## config.mk

```make
export PLATFORM = sky130hd
export DESIGN_NAME = tile_write_scheduler
export DESIGN_NICKNAME = d
export VERILOG_FILES = /design/src/rtl/tile_pkg.sv /design/src/rtl/tile_clear_sweeper.sv /design/src/rtl/tile_write_scheduler.sv
export SDC_FILE = /design/constraint.sdc
export NUM_CORES = 1
export LEC_CHECK = 0
export BUFFER_PORTS_ARGS = -buffer_cell sky130_fd_sc_hd__clkbuf_2
export CORE_ASPECT_RATIO = 0.9
export CORE_MARGIN = 1.5
export CORE_UTILIZATION = 50
export DETAILED_ROUTE_END_ITERATION = 16
export PLACE_DENSITY = 0.8
export SYNTH_ARGS = -nofsm -noshare
export SYNTH_HDL_FRONTEND = slang
export SYNTH_SLANG_ARGS = --single-unit
```

## constraint.sdc

```tcl
create_clock -name clk -period 2.05 [get_ports clk]
set_clock_uncertainty 0.1 [all_clocks]
set_input_delay 0.1025 -clock clk [delete_from_list [all_inputs] [get_ports clk]]
set_output_delay 0.1025 -clock clk [all_outputs]
set_load 0.01 [all_outputs]
```

## src/rtl/tile_pkg.sv

```systemverilog
// Shared parameters, state encoding and address helpers for the tile write path.
// Tile addresses are {row, col}, with the column in the low bits.
package tile_pkg;

  localparam int COLS       = 160;
  localparam int ROWS       = 45;
  localparam int COL_BITS   = 8;
  localparam int ROW_BITS   = 6;
  localparam int ADDR_WIDTH = ROW_BITS + COL_BITS;
  localparam int DATA_WIDTH = 8;

  localparam logic [DATA_WIDTH-1:0] CLEAR_CHAR = 8'h00;

  localparam logic [COL_BITS-1:0] COL_LIM  = COL_BITS'(COLS);
  localparam logic [ROW_BITS-1:0] ROW_LIM  = ROW_BITS'(ROWS);
  localparam logic [COL_BITS-1:0] COL_LAST = COL_BITS'(COLS - 1);
  localparam logic [ROW_BITS-1:0] ROW_LAST = ROW_BITS'(ROWS - 1);

  typedef enum logic {
    S_IDLE,
    S_CLEAR
  } state_t;

  function automatic logic [ADDR_WIDTH-1:0] tile_addr(
    input logic [ROW_BITS-1:0] row,
    input logic [COL_BITS-1:0] col
  );
    return {row, col};
  endfunction

endpackage

```

## src/rtl/tile_clear_sweeper.sv

```systemverilog
// Row/column walker for the clear sweep.
// Visits every visible tile in order, with the column changing fastest.
module tile_clear_sweeper
  import tile_pkg::*;
(
  input  logic                clk,
  input  logic                rst,
  input  logic                start,
  input  logic                advance,
  output logic [ROW_BITS-1:0] row,
  output logic [COL_BITS-1:0] col,
  output logic                last
);

  logic [ROW_BITS-1:0] row_q, row_d;
  logic [COL_BITS-1:0] col_q, col_d;

  assign row  = row_q;
  assign col  = col_q;
  assign last = (row_q == ROW_LAST) && (col_q == COL_LAST);

  always_comb begin
    row_d = row_q;
    col_d = col_q;
    if (start) begin
      row_d = '0;
      col_d = '0;
    end else if (advance) begin
      if (col_q == COL_LAST) begin
        col_d = '0;
        row_d = last ? '0 : row_q + 1'b1;
      end else begin
        col_d = col_q + 1'b1;
      end
    end
  end

  always_ff @(posedge clk) begin
    if (rst) begin
      row_q <= '0;
      col_q <= '0;
    end else begin
      row_q <= row_d;
      col_q <= col_d;
    end
  end

endmodule

```

## src/rtl/tile_write_scheduler.sv

```systemverilog
// Owns tile BRAM port A: round-robin between keyboard and button writers,
// drops out-of-range tiles, and runs a full-screen clear sweep on request.
module tile_write_scheduler
  import tile_pkg::*;
(
  input  logic                  clk,
  input  logic                  rst,
  input  logic                  clear_req,
  input  logic                  kb_valid,
  input  logic [ADDR_WIDTH-1:0] kb_addr,
  input  logic [DATA_WIDTH-1:0] kb_data,
  output logic                  kb_ready,
  input  logic                  btn_valid,
  input  logic [ADDR_WIDTH-1:0] btn_addr,
  input  logic [DATA_WIDTH-1:0] btn_data,
  output logic                  btn_ready,
  output logic                  bram_we,
  output logic [ADDR_WIDTH-1:0] bram_addr,
  output logic [DATA_WIDTH-1:0] bram_data,
  output logic                  clear_busy,
  output logic                  clear_done,
  output logic                  addr_err
);

  state_t                state_q, state_d;
  logic                  prio_btn_q, prio_btn_d;
  logic                  we_q, we_d;
  logic [ADDR_WIDTH-1:0] addr_q, addr_d;
  logic [DATA_WIDTH-1:0] data_q, data_d;
  logic                  busy_q, busy_d;
  logic                  done_q, done_d;
  logic                  err_q, err_d;

  logic                  sw_start, sw_adv, sw_last;
  logic [ROW_BITS-1:0]   sw_row;
  logic [COL_BITS-1:0]   sw_col;
  logic [ADDR_WIDTH-1:0] sel_addr;
  logic [DATA_WIDTH-1:0] sel_data;
  logic                  in_range;

  tile_clear_sweeper u_sweep (
    .clk     (clk),
    .rst     (rst),
    .start   (sw_start),
    .advance (sw_adv),
    .row     (sw_row),
    .col     (sw_col),
    .last    (sw_last)
  );

  assign sel_addr = kb_ready ? kb_addr : btn_addr;
  assign sel_data = kb_ready ? kb_data : btn_data;
  assign in_range = (sel_addr[COL_BITS-1:0] < COL_LIM) &&
                    (sel_addr[ADDR_WIDTH-1:COL_BITS] < ROW_LIM);

  always_comb begin
    state_d    = state_q;
    prio_btn_d = prio_btn_q;
    we_d       = 1'b0;
    addr_d     = addr_q;
    data_d     = data_q;
    busy_d     = 1'b0;
    done_d     = 1'b0;
    err_d      = 1'b0;
    kb_ready   = 1'b0;
    btn_ready  = 1'b0;
    sw_start   = 1'b0;
    sw_adv     = 1'b0;
    unique case (state_q)
      S_IDLE: begin
        // busy_q still high here means the final sweep write is on the bus
        done_d = busy_q;
        if (!busy_q && clear_req) begin
          state_d  = S_CLEAR;
          sw_start = 1'b1;
        end else if (!busy_q) begin
          kb_ready  = kb_valid && (!btn_valid || !prio_btn_q);
          btn_ready = btn_valid && !kb_ready;
          if (kb_ready || btn_ready) begin
            prio_btn_d = kb_ready;
            if (in_range) begin
              we_d   = 1'b1;
              addr_d = sel_addr;
              data_d = sel_data;
            end else begin
              err_d = 1'b1;
            end
          end
        end
      end
      S_CLEAR: begin
        we_d   = 1'b1;
        addr_d = tile_addr(sw_row, sw_col);
        data_d = CLEAR_CHAR;
        busy_d = 1'b1;
        sw_adv = 1'b1;
        if (sw_last) state_d = S_IDLE;
      end
      default: state_d = S_IDLE;
    endcase
  end

  always_ff @(posedge clk) begin
    if (rst) begin
      state_q    <= S_IDLE;
      prio_btn_q <= 1'b0;
      we_q       <= 1'b0;
      addr_q     <= '0;
      data_q     <= '0;
      busy_q     <= 1'b0;
      done_q     <= 1'b0;
      err_q      <= 1'b0;
    end else begin
      state_q    <= state_d;
      prio_btn_q <= prio_btn_d;
      we_q       <= we_d;
      addr_q     <= addr_d;
      data_q     <= data_d;
      busy_q     <= busy_d;
      done_q     <= done_d;
      err_q      <= err_d;
    end
  end

  assign bram_we    = we_q;
  assign bram_addr  = addr_q;
  assign bram_data  = data_q;
  assign clear_busy = busy_q;
  assign clear_done = done_q;
  assign addr_err   = err_q;

endmodule
```

[Word level (Yosys, flattened, before mapping)]
Cells that the tools add are included.
Storage, ports and cells
  bits in read-only memories: 0
  input bits: 49
  bits in writable memories: 0
  register bits: 42
  memories kept: 0
  latch bits: 0
  output and inout port bits: 28
Operators by class
  muxes and demuxes: 31
  divide/modulo/power cells: 0
  shifts and indexed selects: 0
  multipliers: 0
  bitwise gates (word level): 4
  magnitude comparators: 2
  equality and inequality tests: 6
  add/sub/neg operators: 2
  reduce and logical (&&, ||, !) cells: 17
Operator list (number)
  $mux 14: 5
  $mux 8: 6
  $pmux 14 s2: 1
  $pmux 8 s2: 1
  $mux 1: 15
  $add 8x1->8 const B: 1
  $eq 8x8->1 const B: 1
  $lt 8x8->1 const B: 1
  $ne 2x2->1 const B: 4
  $reduce_and 4->1: 2
  $add 6x1->6 const B: 1
  $eq 6x6->1 const B: 1
  $lt 6x6->1 const B: 1
  $mux 6: 1
  $logic_and 1x1->1: 5
  $reduce_or 5->1: 1
  $logic_not 1->1: 4
  $not 1->1: 4
  $pmux 1 s2: 2
  $reduce_or 2->1: 2
  $logic_or 1x1->1: 2
  $reduce_and 2->1: 1

[Depth between registers and ports, before layout]
Gate-level depths: netlist of run 1.
  depth after elaboration: 14
  depth in mapped cells: 8
  gate-level depth less buffers: 7

[By module]
Synthesis of run 1 repeated with hierarchy kept, for this count alone.
Second synthesis, totals
  cell total of the unflattened synthesis: 263
  area, all modules: 2351.0 µm²
By module, submodules not included
  tile_write_scheduler: instances 1, cells each 180, area an instance 1630.3 µm², sequential area each 560.5 µm²
  tile_clear_sweeper: instances 1, cells each 83, area an instance 720.7 µm², sequential area each 280.3 µm²

[Worst setup path before layout of run 1]
No wires, ideal clock.
  path kind: reg2reg
  from: reg busy_q, in the netlist clear_busy
  to: reg addr_q[13], in the netlist bram_addr[13]
  required time: 1.812 ns
  setup slack: 0.261 ns
  setup time: 0.138 ns
  arrival time: 1.551 ns
  stages on the path, launching flop included: 8
  period minus slack after synthesis: 1.789 ns
  path through: dfxtp_1 nor3_4 nand2_4 clkinv_2 buf_4 mux2_2 nand4_1 o221ai_1
On the way
  longest elaborated chain between the ends: 10
RTL lines
  start: declaration: RTL line tile_write_scheduler.sv:30  | logic busy_q, busy_d;
  start signal: assignment: RTL line tile_write_scheduler.sv:119  | busy_q <= busy_d;
  branches (longest 10 deep; another with $lt 8x8->1)
  end signal: assignment: RTL line tile_write_scheduler.sv:117  | addr_q <= addr_d;
  end: declaration: RTL line tile_write_scheduler.sv:28  | logic [ADDR_WIDTH-1:0] addr_q, addr_d;
Several ways; the timed one is not identified. The select of a mux whose other input is x is not followed.
A chain may end at the register's enable or synchronous reset.

[Worst setup path in the final report of run 1]
  from: reg prio_btn_q
  to: reg data_q[3], in the netlist bram_data[3]
On the way
  longest elaborated chain between the ends: 12
RTL lines
  start: declaration: RTL line tile_write_scheduler.sv:26  | logic prio_btn_q, prio_btn_d;
  start signal: assignment: RTL line tile_write_scheduler.sv:115  | prio_btn_q <= prio_btn_d;
  $logic_not 1->1 (*): RTL line tile_write_scheduler.sv:77  | kb_ready = kb_valid && (!btn_valid || !prio_btn_q);
  $logic_or 1x1->1 (*): RTL line tile_write_scheduler.sv:77
  $logic_and 1x1->1 (*): RTL line tile_write_scheduler.sv:77
  branches (longest 9 deep; another with $lt 8x8->1)
  end signal: assignment: RTL line tile_write_scheduler.sv:118  | data_q <= data_d;
  end: declaration: RTL line tile_write_scheduler.sv:29  | logic [DATA_WIDTH-1:0] data_q, data_d;
Mark *: on every way between the ends. The select of a mux whose other input is x is not followed.

==> metrics.txt, run 1 <==
drt pass-1 iters=6; vias in the first global route=2204; core area=4180 um2; final hold violation count=0; RR Endpoint=bram_data[3]; maximum clock path buffer count=2; P_leak=1.25 nW; Worst-path clk slew=around 90 ps; synthesized flop and latch total=42; chip height=between 60 and 70 um; drt wl/cell=15.8 um; Syn. warnings=0; area share of the leading cell type in the synthesized netlist=0.377; CTS Sinks=between 40 and 50; CP Launch Point=prio_btn_q; Die Wd=about 73 um; Slew Viols, Final=0; Area Overhead vs Synth=34.8%; DP Wirelength=4480 um; Max Cap Viol=0; Die ar.=between 4000 and 5000 um2; worst-skew pair later-pin latency=300 ps; post-place instance area=2700 um2; most instantiated library cell after synthesis=dfxtp_1; critical path class=reg -> reg; Worst Path Max Fanout=12; Via density=5.79; worst hold path class=in -> reg; Port-buffer cells=76; Placer Congestion=0.863; CTS tree=built; Reg2Reg Setup Slack=between 100 and 150 ps; RSZ-0062 raised after global routing=false; VDD IR-drop max=0.000480 V; largest net degree at the start of global routing=25; total gr overflow=0; DRT Wirelength=6610 um; antenna viol nets, final=0; initial antenna violation count=0; syn nets=310; post-CTS sizing=0; Syn Inst Count=258; setup TNS=0 ps; CP Launch Type=flip-flop; share of synthesized flip-flops with an asynchronous set or reset=0; Initial Util=0.533; cell type with the largest total area after synthesis=dfxtp_1; Critical Path RT=2150 ps; DRC Markers=0; Root Driver=clkbuf_8; headroom to the max-slew limit=0.625; count of different cell masters after synthesis=between 50 and 60; Seq/Total Area, Yosys=0.377; Total Nets Final=408; Num CTS Buffers=5; worst setup path endpoint=bram_data[3]; Rows=22; H-tree levels=2; PwrDens=~700 nW/um2; total power=0.00206 W; post-synthesis cell area=between 2000 and 2500 um2; ys flop type=dfxtp_1; CP arrival=2020 ps; critical path endpoint category=flip-flop; initial drt markers=251; top cells by count, synth=dfxtp_1, nand2_1, nor2_1; Vias=2413; design area=3010 um2; Tmin final=1920 ps; layout cells sized above 1=0.347; ranking of synthesized cells by area=dfxtp_1, nand2_1, mux2_2; FMAX=521 MHz; Post-Syn Area per Cell=8.65 um2; IO Pins=77; Post-synth EDFFs=0; Setup violations, final=0; first-pass GRT wire length=10600 um; n_diodes=0; Tcrit/Tclk final=0.936; outcome=finished clean; R2R depth=7; FF-to-FF Start=prio_btn_q; GRT Resource Usage Total=0.283; Worst-Margin Slew=about 560 ps
==> layout make-up <==
cell class / count / area, um2
Sequential cell: 42 / 841
Inverter: 6 / 23.8
Clock buffer: 6 / 82.6
Multi-Input combinational cell: 194 / 1280
Timing Repair Buffer: 107 / 648
Clock inverter: 2 / 60.1
Tap cell: 60 / 75.1
Fill cell: 328 / 1180
==> registers in the layout (all words and copies together), names as in the netlist <==
name	flops
addr_err	1
bram_addr	14
bram_data	8
bram_we	1
clear_busy	1
clear_done	1
prio_btn_q	1
state_q	1
u_sweep.col	8
u_sweep.row	6
==> per-stage QoR <==
stage | utilization | setup WS, ps | cells | hold WS, ps
after detailed placement | 0.646 | 193 | 392 | 264
after global placement | 0.646 | 264 | 392 | 252
after global routing | 0.719 | 9.32 | 417 | 19.2
after CTS | 0.714 | 163 | 414 | 21.1
final | 0.719 | 132 | 417 | 27.7
after floorplan | - | 261 | 258 | 162
==> worst min-delay path by stage <==
stage                            from            to  slack [ps]  cells past startpoint
after floorplan            kb_data[7]  bram_data[7]         160                      2
after global placement     kb_data[0]  bram_data[0]         250                      3
after detailed placement   kb_data[1]  bram_data[1]         260                      3
after CTS                  kb_data[6]  bram_data[6]          20                      3
after global routing      btn_data[6]  bram_data[6]          20                      3
final                      kb_data[6]  bram_data[6]          30                      3
==> logic make-up after synthesis <==
logic type / after synthesis / synth area share
fa+ha+maj: 3 / 0.0168
simple gates: 101 / 0.216
mux: 10 / 0.0493
buf+inv: 22 / 0.0510
xor+xnor: 10 / 0.0392
compound gates: 70 / 0.251
flops: 42 / 0.377
==> repair_timing <==
item                       4_1_cts  5_1_grt
buffers inserted                 0        3
hold endpoints to repair         7        0
setup endpoints to repair        0        2
hold buffers                    14        0
==> cells in the final DEF (no fill, tap or decap), types with 8 or more instances in the layout <==
cell	instances
buf_4	17
dlygate4sd3_1	14
nand3_1	13
mux2_2	8
nor2_1	22
dfxtp_1	42
nand4_1	13
clkbuf_2	76
nand2_1	40
a21oi_1	16
xor2_1	8
==> power by group <==
group	internal, W	switching (W)
logic	0.000168	0.000221
registers	0.000842	0.0000186
clock network	0.000520	0.000294
total	0.00153	0.000534
==> worst max-delay path, cell delays in order (launching register included) <==
cell      delay [ps]
dfxtp_1          400
a21boi_4         110
nand2_4           90
clkinv_2         170
a32oi_4          420
nor2_2            70
buf_4            200
a311oi_1         250
==> metal layers <==
metal	track usage	part of all wire
met1	0.380	0.44
met2	0.444	0.47
met3	0.0579	0.078
met4	0.111	0.018
met5	0	0
(Power assumes the default switching activity.)
==> run 2: changes to the inputs <==
ABC_AREA = 1   (was not set)
PLACE_DENSITY = 0.79   (was 0.8)
==> run 2 against run 1 <==
Compared with the run above: hold slack gained 30 ps; design area is 3.8% lower; sequential cell count stayed put; register-to-register slack about the same; clock power fell by 16%.
==> metrics.txt, run 2 <==
outcome=finished clean; min-delay src=btn_data[1]; Vias=2480 (+2.8%); Syn Inst Count=348 (+35%); first-pass GRT wire length=9390 um (-11%); placed cell count=483 (+23%); CP Launch Point=clear_busy; Seq/Total Area, Yosys=0.368 (-0.00866); most instantiated library cell after synthesis=nand2_1; Root Driver=clkbuf_8; count of different cell masters after synthesis=28 (-48%); Fill cells=423 (+29%); worst-skew pair later-pin latency=300 ps (about the same); critical path endpoint category=flip-flop; n_diodes=0 (unchanged); antenna viol nets, final=0 (unchanged); Total Nets Final=481 (+18%); IO Pins=77 (unchanged); ys flop type=dfxtp_1; Final Non-Filler Cells=491 (+18%); FMAX=519 MHz (-0.44%); chip height=67.1 um (+1.1%); total gr overflow=0 (unchanged); Initial Util=0.516 (-0.0180); Area Overhead vs Synth=26.7%; headroom to the max-slew limit=0.738 (+0.112); Worst-Margin Slew=393 ps (-166 ps); critical path class=reg -> reg; Tcrit/Tclk final=0.940 (+0.00413); RR Endpoint=bram_addr[10]; Worst-path clk slew=80 ps (about the same); P_leak=1.43 nW (+14%); GRT Resource Usage Total=0.246 (-0.0377); Worst Path Max Fanout=10 (-2); worst hold path class=in -> reg; core area=4430 um2 (+5.9%); CTS tree=built; worst setup path endpoint=bram_addr[10]; DRC Markers=0 (unchanged); max reg flops=14 (unchanged); syn nets=400 (+29%); PwrDens=738 nW/um2 (+7.5%); commonest non-fill, non-tap cell in the layout=nand2_1; WHS=57.3 ps (+29.7 ps); post-synthesis cell area=2280 um2 (+2.4%); CP Cell Sequence=nor2_2 > nand2_4 > nor2_2 > buf_6 > nand2_1 > nand2_1 > nor2_1 > nand3_2 > nand4_4 > nand2_4 > inv_2 > nor2_1 > nor2_1; design area=2890 um2 (-3.8%); Worst path slowest cell=dfxtp_2; DRT Wirelength=6130 um (-7.2%); final hold violation count=0 (unchanged); FF-to-FF Start=clear_busy; Via density=5.05 (-13%); H-tree levels=2 (unchanged); share of synthesized flip-flops with an asynchronous set or reset=0 (unchanged); Setup violations, final=0 (unchanged); Post-synth EDFFs=0 (unchanged); initial drt markers=171 (-32%); RSZ-0062 raised after global routing=false; cell type with the largest total area after synthesis=dfxtp_1; Slew Viols, Final=0 (unchanged); max incr delay on CP=350 ps (-70 ps); top cells by count, synth=nand2_1, nor2_1, dfxtp_1; Port-buffer cells=76 (unchanged); Num CTS Buffers=5 (unchanged); largest net degree at the start of global routing=36 (+44%); CTS Sinks=42 (unchanged); Die Wd=74.3 um (+1.1%); Post-Syn Area per Cell=6.57 um2 (-24%); CP Launch Type=flip-flop; most frequent CP cell=nor2_1; ranking of synthesized cells by area=dfxtp_1, nand2_1, nor2_1; synthesized flop and latch total=42 (unchanged); Rows=23 (+4.5%); post-place instance area=2740 um2 (+1.5%); Critical Path RT=2150 ps (about the same); layout cells sized above 1=0.266 (-0.0816); drt wl/cell=12.5 um (-21%); drt pass-1 iters=6 (unchanged); initial antenna violation count=0 (unchanged); R2R depth=13 (+6); Syn. warnings=0 (unchanged); DP Wirelength=4520 um (+0.94%); Reg2Reg Setup Slack=120 ps (about the same); vias in the first global route=2037 (-7.6%); Tmin final=1930 ps (+8.46 ps); Placer Congestion=0.894 (+3.6%); Die ar.=4980 um2 (+2.3%); Max Cap Viol=0 (unchanged); maximum clock path buffer count=2 (unchanged); area share of the leading cell type in the synthesized netlist=0.368 (-0.00866); setup TNS=0 ps (unchanged); VDD IR-drop max=0.000469 V (-2.4%); most frequent cells in the layout=nand2_1, clkbuf_2, nor2_1, dfxtp_1, inv_1; CP arrival=2030 ps (about the same)
-- run 2: cell types whose count changed in the layout (fill, tap and decap cells not counted), sizes merged, moves of 7 or more --
cell         previous run  this run
o21ai                   9        22
nand3b                  1         9
mux2                    8         0
nor2                   23        46
a21oi                  17        26
inv                     4        40
a311oi                  8         0
dlygate4sd3            14         0
o221ai                  7         0
nand2                  41       104
-- run 2: stage by stage --
stage / power [W] / util / setup WS [ps]
after floorplan: 0.00126 / - / 275
after global placement: 0.00144 / 0.619 / 178
after detailed placement: 0.00145 / 0.619 / 108
after CTS: 0.00213 / 0.645 / 83.0
after global routing: 0.00225 / 0.653 / 1.02
final: 0.00213 / 0.653 / 124
-- run 2: kinds of logic after synthesis --
kind of cell | share of synthesized area
AOI/OAI and AO/OA | 0.127
xor gates and xnor gates | 0.0115
DFF | 0.368
and+or+nand+nor | 0.380
adders and majority gates | 0.0164
buffers and inverters | 0.0980
-- run 2: how the worst min path moves through the flow --
stage,depth (start not counted),to
detailed placement,2,bram_data[2]
floorplan,1,clear_busy
finish,5,bram_data[1]
CTS,5,bram_data[1]
global placement,2,bram_data[4]
global route,5,bram_data[1]
-- run 2: critical path: cells and delay by family, from the launching register on --
| family | cells | cell delay (ps) |
|---|---|---|
| AND/OR/NAND/NOR | 11 | 1130 |
| buffers and inverters | 2 | 250 |
| flip-flops | 1 | 350 |
-- run 2: routing by layer --
layer,track usage,up-vias,share of wire
met5,0,-,0
met4,0.0614,0,0.011
li1,-,1280,-
met2,0.385,59,0.50
met1,0.339,1134,0.44
met3,0.0627,7,0.046
-- run 2: cell type report --
| class | count | area (um2) | area share |
|---|---|---|---|
| multi-input cells | 253 | 1240 | 0.427 |
| inverters | 40 | 150 | 0.0519 |
| clock buffers | 6 | 82.6 | 0.0285 |
| clock inverters | 1 | 30.0 | 0.0104 |
| well taps | 62 | 77.6 | 0.0268 |
| flip-flops and latches | 42 | 843 | 0.291 |
| repair buffers | 87 | 474 | 0.164 |
-- run 2: power breakdown --
part | internal [W] | leakage, nW | switching [W]
clock network | 0.000390 | 0.0573 | 0.000292
registers | 0.000875 | 0.343 | 0.0000343
logic | 0.000216 | 1.03 | 0.000328
total | 0.00148 | 1.43 | 0.000654
-- run 2: what timing repair did --
item                                    4_1_cts  5_1_grt
hold buffers                                  0        0
endpoints found under the setup margin        0       23
gates resized for setup                       0       10
buffers inserted                              0        1
hold endpoints to repair                      0        0
